**src/rtl/cpu_pkg.sv**
```systemverilog
// Shared fetch-stage types and constants.
package cpu_pkg;

   localparam int WORD_BYTES        = 4;
   localparam int DEFAULT_IMEM_SIZE = 128;

   typedef enum logic [1:0] {
      ST_IDLE,
      ST_FETCH,
      ST_HALTED,
      ST_FAULT
   } fetch_state_e;

   typedef struct packed {
      logic [31:0] pc;
      logic [31:0] instr;
   } fetch_entry_t;

endpackage

```
**src/rtl/fetch_queue.sv**
```systemverilog
// Two-entry FIFO; slot 0 is always the head. Accepts a push when full if the
// head is popped in the same cycle.
module fetch_queue #(
   parameter int WIDTH = 64
) (
   input  logic             clk,
   input  logic             reset,
   input  logic             push,
   input  logic [WIDTH-1:0] push_data,
   input  logic             pop,
   input  logic             flush,
   output logic [WIDTH-1:0] head,
   output logic [1:0]       count,
   output logic             accept
);

   logic [1:0][WIDTH-1:0] slot;
   logic                  do_pop;
   logic                  do_push;

   assign do_pop  = pop && (count != 2'd0);
   assign accept  = (count < 2'd2) || do_pop;
   assign do_push = push && accept;
   assign head    = slot[0];

   always_ff @(posedge clk or negedge reset) begin
      if (!reset) begin
         slot  <= '0;
         count <= 2'd0;
      end else if (flush) begin
         count <= 2'd0;
      end else begin
         case ({do_push, do_pop})
            2'b10: begin
               slot[count[0]] <= push_data;
               count          <= count + 2'd1;
            end
            2'b01: begin
               slot[0] <= slot[1];
               count   <= count - 2'd1;
            end
            2'b11: begin
               // Occupancy unchanged: new data lands behind whatever remains.
               if (count == 2'd2) begin
                  slot[0] <= slot[1];
                  slot[1] <= push_data;
               end else begin
                  slot[0] <= push_data;
               end
            end
            default: ;
         endcase
      end
   end

endmodule

```
**src/rtl/fetch_controller.sv**
```systemverilog
// Sequential instruction fetch with redirect, halt, range/alignment faults
// and a two-entry output queue toward decode.
module fetch_controller
   import cpu_pkg::*;
#(
   parameter int          IMEM_SIZE = DEFAULT_IMEM_SIZE,
   parameter logic [31:0] RESET_PC  = 32'h0
) (
   input  logic        clk,
   input  logic        reset,
   output logic [31:0] imem_addr,
   input  logic [31:0] imem_instr,
   input  logic        redirect_valid,
   input  logic [31:0] redirect_pc,
   input  logic        halt,
   output logic        out_valid,
   input  logic        out_ready,
   output logic [31:0] out_instr,
   output logic [31:0] out_pc,
   output logic        fault,
   output logic [31:0] fault_pc
);

   fetch_state_e state;
   logic [31:0]  pc;
   fetch_entry_t entry;
   fetch_entry_t head;
   logic [63:0]  head_raw;
   logic [1:0]   count;
   logic         accept;
   logic         pop;
   logic         push;
   logic         in_range;
   logic         redirect_bad;

   assign imem_addr    = pc;
   assign in_range     = (pc >> 2) <= 32'(IMEM_SIZE - 1);
   assign redirect_bad = redirect_pc[1:0] != 2'b00;
   assign out_valid    = count != 2'd0;
   assign pop          = out_valid && out_ready;
   assign push         = (state == ST_FETCH) && !redirect_valid && !halt
                         && in_range && accept;
   assign entry        = '{pc: pc, instr: imem_instr};
   assign head         = fetch_entry_t'(head_raw);
   assign out_instr    = head.instr;
   assign out_pc       = head.pc;

   fetch_queue #(.WIDTH($bits(fetch_entry_t))) u_queue (
      .clk       (clk),
      .reset     (reset),
      .push      (push),
      .push_data (entry),
      .pop       (pop),
      .flush     (redirect_valid),
      .head      (head_raw),
      .count     (count),
      .accept    (accept)
   );

   always_ff @(posedge clk or negedge reset) begin
      if (!reset) begin
         state    <= ST_IDLE;
         pc       <= RESET_PC;
         fault    <= 1'b0;
         fault_pc <= 32'h0;
      end else if (redirect_valid) begin
         // A misaligned target faults instead of redirecting; pc is left alone.
         if (redirect_bad) begin
            state    <= ST_FAULT;
            fault    <= 1'b1;
            fault_pc <= redirect_pc;
         end else begin
            state <= ST_FETCH;
            pc    <= redirect_pc;
         end
      end else begin
         case (state)
            ST_IDLE: state <= ST_FETCH;
            ST_FETCH: begin
               if (!in_range) begin
                  state    <= ST_FAULT;
                  fault    <= 1'b1;
                  fault_pc <= pc;
               end else if (halt) begin
                  state <= ST_HALTED;
               end else if (accept) begin
                  pc <= pc + 32'(WORD_BYTES);
               end
            end
            ST_HALTED: if (!halt) state <= ST_FETCH;
            ST_FAULT: ;
            default: state <= ST_IDLE;
         endcase
      end
   end

endmodule

```
**config.mk**
```make
export PLATFORM = sky130hd
export DESIGN_NAME = fetch_controller
export DESIGN_NICKNAME = d
export VERILOG_FILES = /design/src/rtl/cpu_pkg.sv /design/src/rtl/fetch_queue.sv /design/src/rtl/fetch_controller.sv
export SDC_FILE = /design/constraint.sdc
export NUM_CORES = 1
export LEC_CHECK = 0
export ABC_AREA = 1
export BUFFER_PORTS_ARGS = -buffer_cell sky130_fd_sc_hd__buf_2
export CORE_MARGIN = 1.5
export CORE_UTILIZATION = 55
export DETAILED_ROUTE_END_ITERATION = 12
export GPL_TIMING_DRIVEN = 0
export PLACE_DENSITY_LB_ADDON = 0.3
export SYNTH_ARGS = -nofsm -noshare
export SYNTH_HDL_FRONTEND = slang
export SYNTH_HIERARCHICAL = 1
export SYNTH_SLANG_ARGS = --single-unit
```
**constraint.sdc**
```tcl
create_clock -name clk -period 3.1 [get_ports clk]
set_input_delay 0 -clock clk [delete_from_list [all_inputs] [get_ports clk]]
set_output_delay 0 -clock clk [all_outputs]
set_load 0.005 [all_outputs]
```
# Word-level counts from Yosys, hierarchy flattened
# Cells that the tools add are included.
op_classes:
  n_bitwise: 1
  mux: 29
  order_cmp: 4
  n_reduce_logical: 26
  n_eq_ne: 13
  n_addsub: 3
ops:
  columns: ["cell", "n"]
  rows:
  - ["2-to-1 mux 32 bit", 10]
  - ["2-to-1 mux 64 bit", 3]
  - ["case mux 64 bit (3 select lines)", 1]
  - ["bitwise mux 128 bit", 1]
  - ["case mux 64 bit (2 select lines)", 1]
  - ["demux 64 bit (select 1 bit)", 1]
  - ["adder 32 x 3 -> 32 bit (second input constant)", 1]
  - ["less-or-equal comparator 30 x 7 -> 1 bit (second input constant)", 1]
  - ["2-to-1 mux 2 bit", 6]
  - ["nonzero test 2 bit", 6]
  - ["AND reduction 3 bit", 3]
  - ["equality test 2 bit (second input constant)", 4]
  - ["logical AND 1 bit", 8]
  - ["!= test 2 bit (second input constant)", 3]
  - ["case mux 2 bit (3 select lines)", 1]
  - ["nonzero test 3 bit", 2]
  - ["AND reduction 5 bit", 1]
  - ["equality test 2 x 1 -> 1 bit (second input constant)", 2]
  - ["2-to-1 mux 1 bit", 4]
  - ["!= test 2 x 1 -> 1 bit (second input constant)", 2]
  - ["!= test 4 bit (second input constant)", 1]
  - ["case mux 2 bit (2 select lines)", 1]
  - ["nonzero test 4 bit", 1]
  - ["!= test 3 bit (second input constant)", 1]
  - ["10 further kinds", 11]
totals:
  in_bits: 69
  ff_bits: 197
  out_inout_bits: 130

# Longest topological paths before layout
# Gate-level depths: netlist of run 1.
logic_depth:
  word_depth: 9
  ltp_mapped: 18
  ltp_nobuf: 15

# Modules after synthesis
# Netlist of run 1, hierarchy kept.
modules_own_cells:
  columns: ["mod", "cells_each", "area_per_inst_um2", "n_inst"]
  rows:
  - ["fetch_queue", 1160, 8086.5, 1]
  - ["fetch_controller", 569, 3947.5, 1]

# Worst setup path after synthesis of run 1
# Ideal clock, no wire load.
synth_timing:
  path_type: "register to register"
  start: "register u_queue.count[0]"
  end: "register u_queue.slot (netlist bit u_queue/head[0])"
  slack_ns: 0.574
  synth_period_minus_slack_ns: 2.526
  stages_incl_launch_ff: 18
  n_path_buf: 3
  setup_time_ns: 0.117
  arrival_ns: 2.409
  cell_sequence: "dfrtp_1 o21a_1 buf_2 nand2_2 clkbuf_1 nand2_1 inv_1 nor2_1 nand2_1 nor3_1 inv_1 nor2_1 nand2_1 a21oi_2 inv_2 clkbuf_1 nand2_1 nand2_1"
synth_between:
  elab_chain_len: 9
  elab_cells_between_ends: 21
  cone_classes: "order compare: 3; eq/ne: 4; mux: 5; reduce/logical: 9"
synth_lines:
  columns: ["item", "line", "source"]
  rows:
  - ["start, declared", "fetch_queue.sv:13", "output logic [1:0] count,"]
  - ["start signal, assigned", "fetch_queue.sv:36", "count <= count + 2'd1;"]
  - ["start signal, assigned", "fetch_queue.sv:40", "count <= count - 2'd1;"]
  - ["nonzero test 2 bit (*)", "fetch_controller.sv:39", "assign out_valid = count != 2'd0;"]
  - ["logical AND 1 bit (*)", "fetch_controller.sv:40", "assign pop = out_valid && out_ready;"]
  - ["net pop", "fetch_controller.sv:31", "logic pop;"]
  - ["logical AND 1 bit (*)", "fetch_queue.sv:21", "assign do_pop = pop && (count != 2'd0);"]
  - ["logical OR 1 bit (*)", "fetch_queue.sv:22", "assign accept = (count < 2'd2) || do_pop;"]
  - ["net accept", "fetch_controller.sv:30", "logic accept;"]
  - ["logical AND 1 bit (*)", "fetch_controller.sv:42", "&& in_range && accept;"]
  - ["net push", "fetch_controller.sv:32", "logic push;"]
  - ["logical AND 1 bit (*)", "fetch_queue.sv:23", "assign do_push = push && accept;"]
  - ["equality test 2 x 1 -> 1 bit or equality test 2 bit (tied branches)", "fetch_queue.sv:33", "case ({do_push, do_pop})"]
  - ["nonzero test 3 bit (no source line)", null, null]
  - ["AND reduction 2 bit (no source line)", null, null]
  - ["end signal, assigned by index", "fetch_queue.sv:35", "slot[count[0]] <= push_data;"]
  - ["end, declared", "fetch_queue.sv:17", "logic [1:0][WIDTH-1:0] slot;"]
# Mark *: on every way through the listed nets, which the timed path passes. The rest lies on a longest branch.
# A chain may end at the register's enable or synchronous reset.

# Worst setup path after layout of run 1
layout_timing:
  start: "register u_queue.count[0]"
  end: "register u_queue.slot (netlist bit u_queue/head[44])"
# The elaborated chain is that of the path after synthesis.

==> results of run 1 <==
## routing by layer
metal | vias up | share of wire [%] | track usage [%] | wire length, microns
li1 | 6200 | - | - | -
met1 | 6063 | 40 | 43.18 | 15080
met2 | 674 | 49 | 56.92 | 18150
met3 | 93 | 8.5 | 4.940 | 3185
met4 | 0 | 2.5 | 11.80 | 930
met5 | - | 0 | 0 | 0
## sequential cells by signal (all words and copies together), names as in the netlist
register,flops
imem_addr,32
fault,1
fault_pc,32
u_queue/count,2
u_queue/head,64
state,2
u_queue/slot,64
## logic make-up after synthesis
logic type	count (synthesis)	synth area share [%]
flops	197	40.96
mux	2	0.1664
simple gates	1217	44.27
xor+xnor	1	0.07279
fa+ha+maj	1	0.1040
buf+inv	237	11.11
compound gates	74	3.306
## cell usage after synthesis, drive strengths merged, types with 7 or more instances
master	number	area, sq um
buf	139	969.7
inv	44	165.2
clkbuf	54	202.7
o21ai	59	295.3
nand4	143	894.6
nand3	238	1209
a21oi	7	38.79
nor2	54	222.7
dfrtp	197	4930
nand2	767	2904
nor3	8	51.30
## worst reg2reg max path: stages (launching register included)
cell,delay [ps]
dfrtp_2,430
o21a_1,120
buf_2,180
nand2_4,140
clkbuf_4,230
nand2_1,110
inv_1,60
nor2_2,140
nand2_1,110
nor3_4,220
inv_2,110
nor2_2,130
nand2_1,100
a21oi_4,190
inv_4,130
clkbuf_2,220
nand2_1,110
nand2_1,70
## cell type report
type / count / area, sq um
clock buffers: 18 / 439.2
repair buffers: 267 / 1702
well taps: 275 / 344.1
multi-input cells: 1295 / 5803
flip-flops and latches: 197 / 4931
clock inverters: 14 / 143.9
fillers: 1848 / 6485
inverters: 44 / 167.7
plain buffers: 192 / 1205
## timing repair
| action | CTS | global route |
|---|---|---|
| endpoints found under the setup margin | 130 | 128 |
| endpoints found under the hold margin | 179 | 0 |
| setup buffers | 3 | 0 |
| hold buffers | 65 | 0 |
| resized for setup | 11 | 24 |
| pin swaps | 1 | 0 |
## path summary, 6_finish.rpt
check	from	endpoint	slack, ps	depth (start not counted)
setup / recovery	u_queue/count[0]	u_queue/head[44]	190	17
hold / removal	redirect_pc[6]	fault_pc[6]	8	3
setup reg to reg	u_queue/count[0]	u_queue/head[44]	190	17
hold reg to reg	fault	fault	470	2
max in group asynchronous	reset	u_queue/slot[115]	2000	3
min in group asynchronous	reset	u_queue/head[27]	120	2
## through the flow
stage	std cells	hold WS (ps)	TNS (ps)	power, mW
2_1_floorplan	1729	-295.6	0	3.584
3_3_place_gp	2202	285.4	-280280	4.073
3_5_place_dp	2203	18.21	-48400	4.103
4_1_cts	2303	3.653	-48.10	6.376
5_1_grt	2302	42.67	0	6.675
6_report	2302	8.255	0	6.373
## power by group
part,leakage [nW],switching (mW),total (mW),internal (mW)
Sequential,2.61,0.291,3.04,2.75
Combinational,5.23,0.647,1.12,0.475
Clock,0.285,1.06,2.21,1.16
==> reports/summary.txt, run 1 <==
Status -> complete, no violations
Starting Density -> 56.71%
Period utilization -> 93.78%
Clock Latency Late Sink -> 440 ps
Post-Syn Nets -> 1799
Routability Congestion -> 0.9075
Port Buf Inserts -> 198
TritonCTS clock tree -> yes
Dpl cell area -> 13410 sq um
Layout area overhead -> 22.45%
DRT antenna net count -> 0
Final instance area -> 14740 sq um
Clock Root Buffer -> clkbuf_16
Fin Clk Skew -> 10.66 ps
Initial antenna violation count -> 0
Mapped Area -> 12030 sq um
Synth Warn # -> 6
Fin. Hold Viols -> 0
GRT overflow -> 0
DRC violations left -> 0
Syn_area_per_cell -> 6.960 sq um
Top delay family on crit path -> simple AND/OR/NAND/NOR gates
Number of nets in the layout -> 2084
HP Class -> in -> reg
Worst Path Class, Setup -> reg -> reg
Min setup slack post-route -> 192.7 ps
Max cap viols -> 0
N_diodes -> 0
I/O pin total -> 199
Number of flops mapped to enable cells by yosys -> 0
Top_reg_cell synth -> dfrtp_1
Post-Syn Instances -> 1729
CP Buf/Inv Count -> 6
CP dominant cell by count -> nand2_1
Slew @ Worst Pin -> 640.5 ps
First-pass GRT wire length -> 60.63 mm
Commonest non-fill, non-tap cells in the layout -> 759 x nand2_1, 236 x nand3_1, 232 x buf_2
Crit-path slowest cell -> dfrtp_2
Total GRT Usage -> 33.35%
Initial DRC Count -> 1336
Chip width -> 150.9 microns
Synth async-reset ratio -> 100.0%
Post-synth cell types -> 36
Setup violators final -> 0
Vias -> 13030
DR WL/cell -> 16.22 microns
Dpl ws -> -468.7 ps
Worst EP required -> 3420 ps
RSZ-0062 raised after global routing -> no
CP arrival -> 3230 ps
Power Dens Cells -> 432.5 nW/um^2
Peak supply drop -> 0.0003910 V
Final Util -> 69.44%
Worst path cell trace -> o21a_1 > buf_2 > nand2_4 > clkbuf_4 > nand2_1 > inv_1 > nor2_2 > nand2_1 > nor3_4 > inv_2 > nor2_2 > nand2_1 > a21oi_4 > inv_4 > clkbuf_2 > nand2_1 > nand2_1
Minimum clock period -> 2907 ps
Number of synthesized register bits -> 197
Vias in the first global route -> 12402
Slew Limit Fails -> 0
Clk sink count -> 197
TritonCTS Buffers -> 17
Maximum clock path buffer count -> 2
Mean number of vias per cell -> 5.660
Height of the die -> 150.9 microns
H-Tree Level Count -> 4
Worst Setup End Kind -> flop
Crit Path Max Fanout -> 10
Max stage delay on crit path -> 430 ps
Max Clk Rate -> 344.0 MHz
Leak -> 8.128 nW
Share of cells above drive strength 1 -> 20.33%
Final wirelength -> 37.35 mm
Initial DRT Pass Iterations -> 6
Core Area -> 21220 sq um
Rows -> 53
Clock Pin Slew Worst Setup and Hold Paths -> 70 ps
CP Launch Type -> flop
Largest net degree at the start of global routing -> 118
Seq/Total Area, Yosys -> 40.96%
HPWL Detailed -> 25.38 mm
Most common cell after layout, fill and taps aside -> nand2_1
Max_slew headroom -> 57.30%
Total die area -> 22780 sq um
Power figures use the tool's default switching activity.
==> run 2, diff against run 1 <==
- MAX_ROUTING_LAYER: unset -> met4
==> run 2 against run 1 <==
Combinational power about the same. Clock power rose by 3%. Via count fell by 0.45%. Routed wire length is 0.85% lower. Worst hold slack got worse by 4.1 ps. Critical endpoint is now u_queue/head[63]. Highest routed layer unchanged.
==> reports/summary.txt, run 2 (same netlist as run 1, synthesis figures left out) <==
Status -> complete, no violations
Minimum clock period -> 2967 ps
Peak supply drop -> 0.0003468 V
TritonCTS Buffers -> 17
Top delay family on crit path -> buffers and inverters
I/O pin total -> 199
Dpl ws -> -375.5 ps
GRT overflow -> 0
Setup violators final -> 0
Seq. cell area -> 4931 sq um
Fillers -> 1848
Most common cell after layout, fill and taps aside -> nand2_1
Maximum clock path buffer count -> 2
Routability Congestion -> 0.9171
Worst EP required -> 3480 ps
Worst Path Class, Setup -> reg -> reg
Clock Pin Slew Worst Setup and Hold Paths -> 80 ps
Final wirelength -> 37.03 mm
Commonest non-fill, non-tap cells in the layout -> 759 x nand2_1, 237 x buf_2, 236 x nand3_1
Worst Setup End Kind -> flop
HPWL Detailed -> 25.46 mm
TritonCTS clock tree -> yes
Initial antenna violation count -> 0
Chip width -> 150.9 microns
Starting Density -> 56.71%
Fin cells -> 2299
Slew Limit Fails -> 0
Layout area overhead -> 22.20%
Height of the die -> 150.9 microns
Total GRT Usage -> 33.99%
Clk sink count -> 197
Fin. Hold Viols -> 0
Core Area -> 21220 sq um
H-Tree Level Count -> 4
Max_slew headroom -> 41.57%
Setup TNS -> 0 ps
Vias in the first global route -> 12281
Reg-to-reg critical path startpoint -> u_queue/count[0]
Slew @ Worst Pin -> 876.4 ps
Area of the multi-input gates -> 5796 sq um
Leak -> 8.112 nW
Mean number of vias per cell -> 5.642
Number of nets in the layout -> 2082
Max Clk Rate -> 337.1 MHz
N_diodes -> 0
Max cap viols -> 0
Hold Path Origin -> redirect_pc[6]
Setup crit start -> u_queue/count[0]
First-pass GRT wire length -> 60.10 mm
Max stage delay on crit path -> 460 ps
CP arrival -> 3340 ps
DR WL/cell -> 16.11 microns
Min setup slack post-route -> 133.4 ps
Vias -> 12971
Share of cells above drive strength 1 -> 20.16%
Fin Clk Skew -> 9.678 ps
Clock Latency Late Sink -> 440 ps
Crit Path Max Fanout -> 10
DRC violations left -> 0
Final instance area -> 14710 sq um
DRT antenna net count -> 0
CP Buf/Inv Count -> 6
Initial DRT Pass Iterations -> 6
HP Class -> in -> reg
WHS -> 4.195 ps
Period utilization -> 95.70%
Power Dens Cells -> 437.4 nW/um^2
Clock Root Buffer -> clkbuf_16
Crit-path slowest cell -> dfrtp_2
Worst path cell trace -> o21a_1 > buf_2 > nand2_4 > clkbuf_4 > nand2_1 > inv_1 > nor2_2 > nand2_1 > nor3_4 > inv_2 > buf_2 > clkbuf_1 > nand4_1 > nand3_1 > nand2_1 > nand2_1
CP dominant cell by count -> nand2_1
CP Launch Type -> flop
Port Buf Inserts -> 198
Rows -> 53
Largest net degree at the start of global routing -> 115
DP Cell Count -> 2203
Total die area -> 22780 sq um
Initial DRC Count -> 1420
Dpl cell area -> 13410 sq um
run 2: stage by stage:
step           total power [mW]  utilization, %
2_1_floorplan             3.584               -
6_report                  6.433           69.30
4_1_cts                   6.425           69.17
3_3_place_gp              4.076           63.00
3_5_place_dp              4.107           63.18
5_1_grt                   6.716           69.30
run 2: area by class of cell:
cell class	count	share of cell area, %
Sequential cell	197	33.53
Inverter	44	1.140
Clock buffer	18	2.986
Multi-Input combinational cell	1295	39.41
Clock inverter	13	1.021
Timing Repair Buffer	265	11.45
Buffer	192	8.117
Tap cell	275	2.340
run 2: repair_timing:
| item | CTS | global route |
|---|---|---|
| endpoints found under the setup margin | 129 | 125 |
| gates resized for setup | 11 | 18 |
| hold endpoints to repair | 213 | 0 |
| setup buffers | 2 | 0 |
| pin swaps | 1 | 0 |
| hold buffers | 64 | 0 |
run 2: final timing paths:
check	slack (ps)	end	cells past startpoint
setup / recovery	130	u_queue/head[63]	16
hold reg to reg	470	fault	2
min in group asynchronous	230	u_queue/head[25]	2
hold / removal	4	fault_pc[6]	3
setup reg to reg	130	u_queue/head[63]	16
max in group asynchronous	1960	u_queue/count[0]	3
run 2: worst min-delay path, delay by kind of cell:
kind / cells / cell delay (ps)
AO/OA/AOI/OAI: 2 / 320
buffers and inverters: 1 / 80
run 2: power by group:
| group | switching [mW] | internal (mW) | total (mW) |
|---|---|---|---|
| registers | 0.287 | 2.75 | 3.04 |
| logic | 0.648 | 0.474 | 1.12 |
| clock network | 1.05 | 1.22 | 2.27 |
run 2: routing by layer:
layer  global-route usage [%]  vias up  routed length [microns]
met5                        -        -                        0
met3                    5.090       99                     3057
li1                         -     6206                        -
met1                    42.54     5952                    15090
met2                    55.87      714                    17700
met4                    12.86        0                     1184
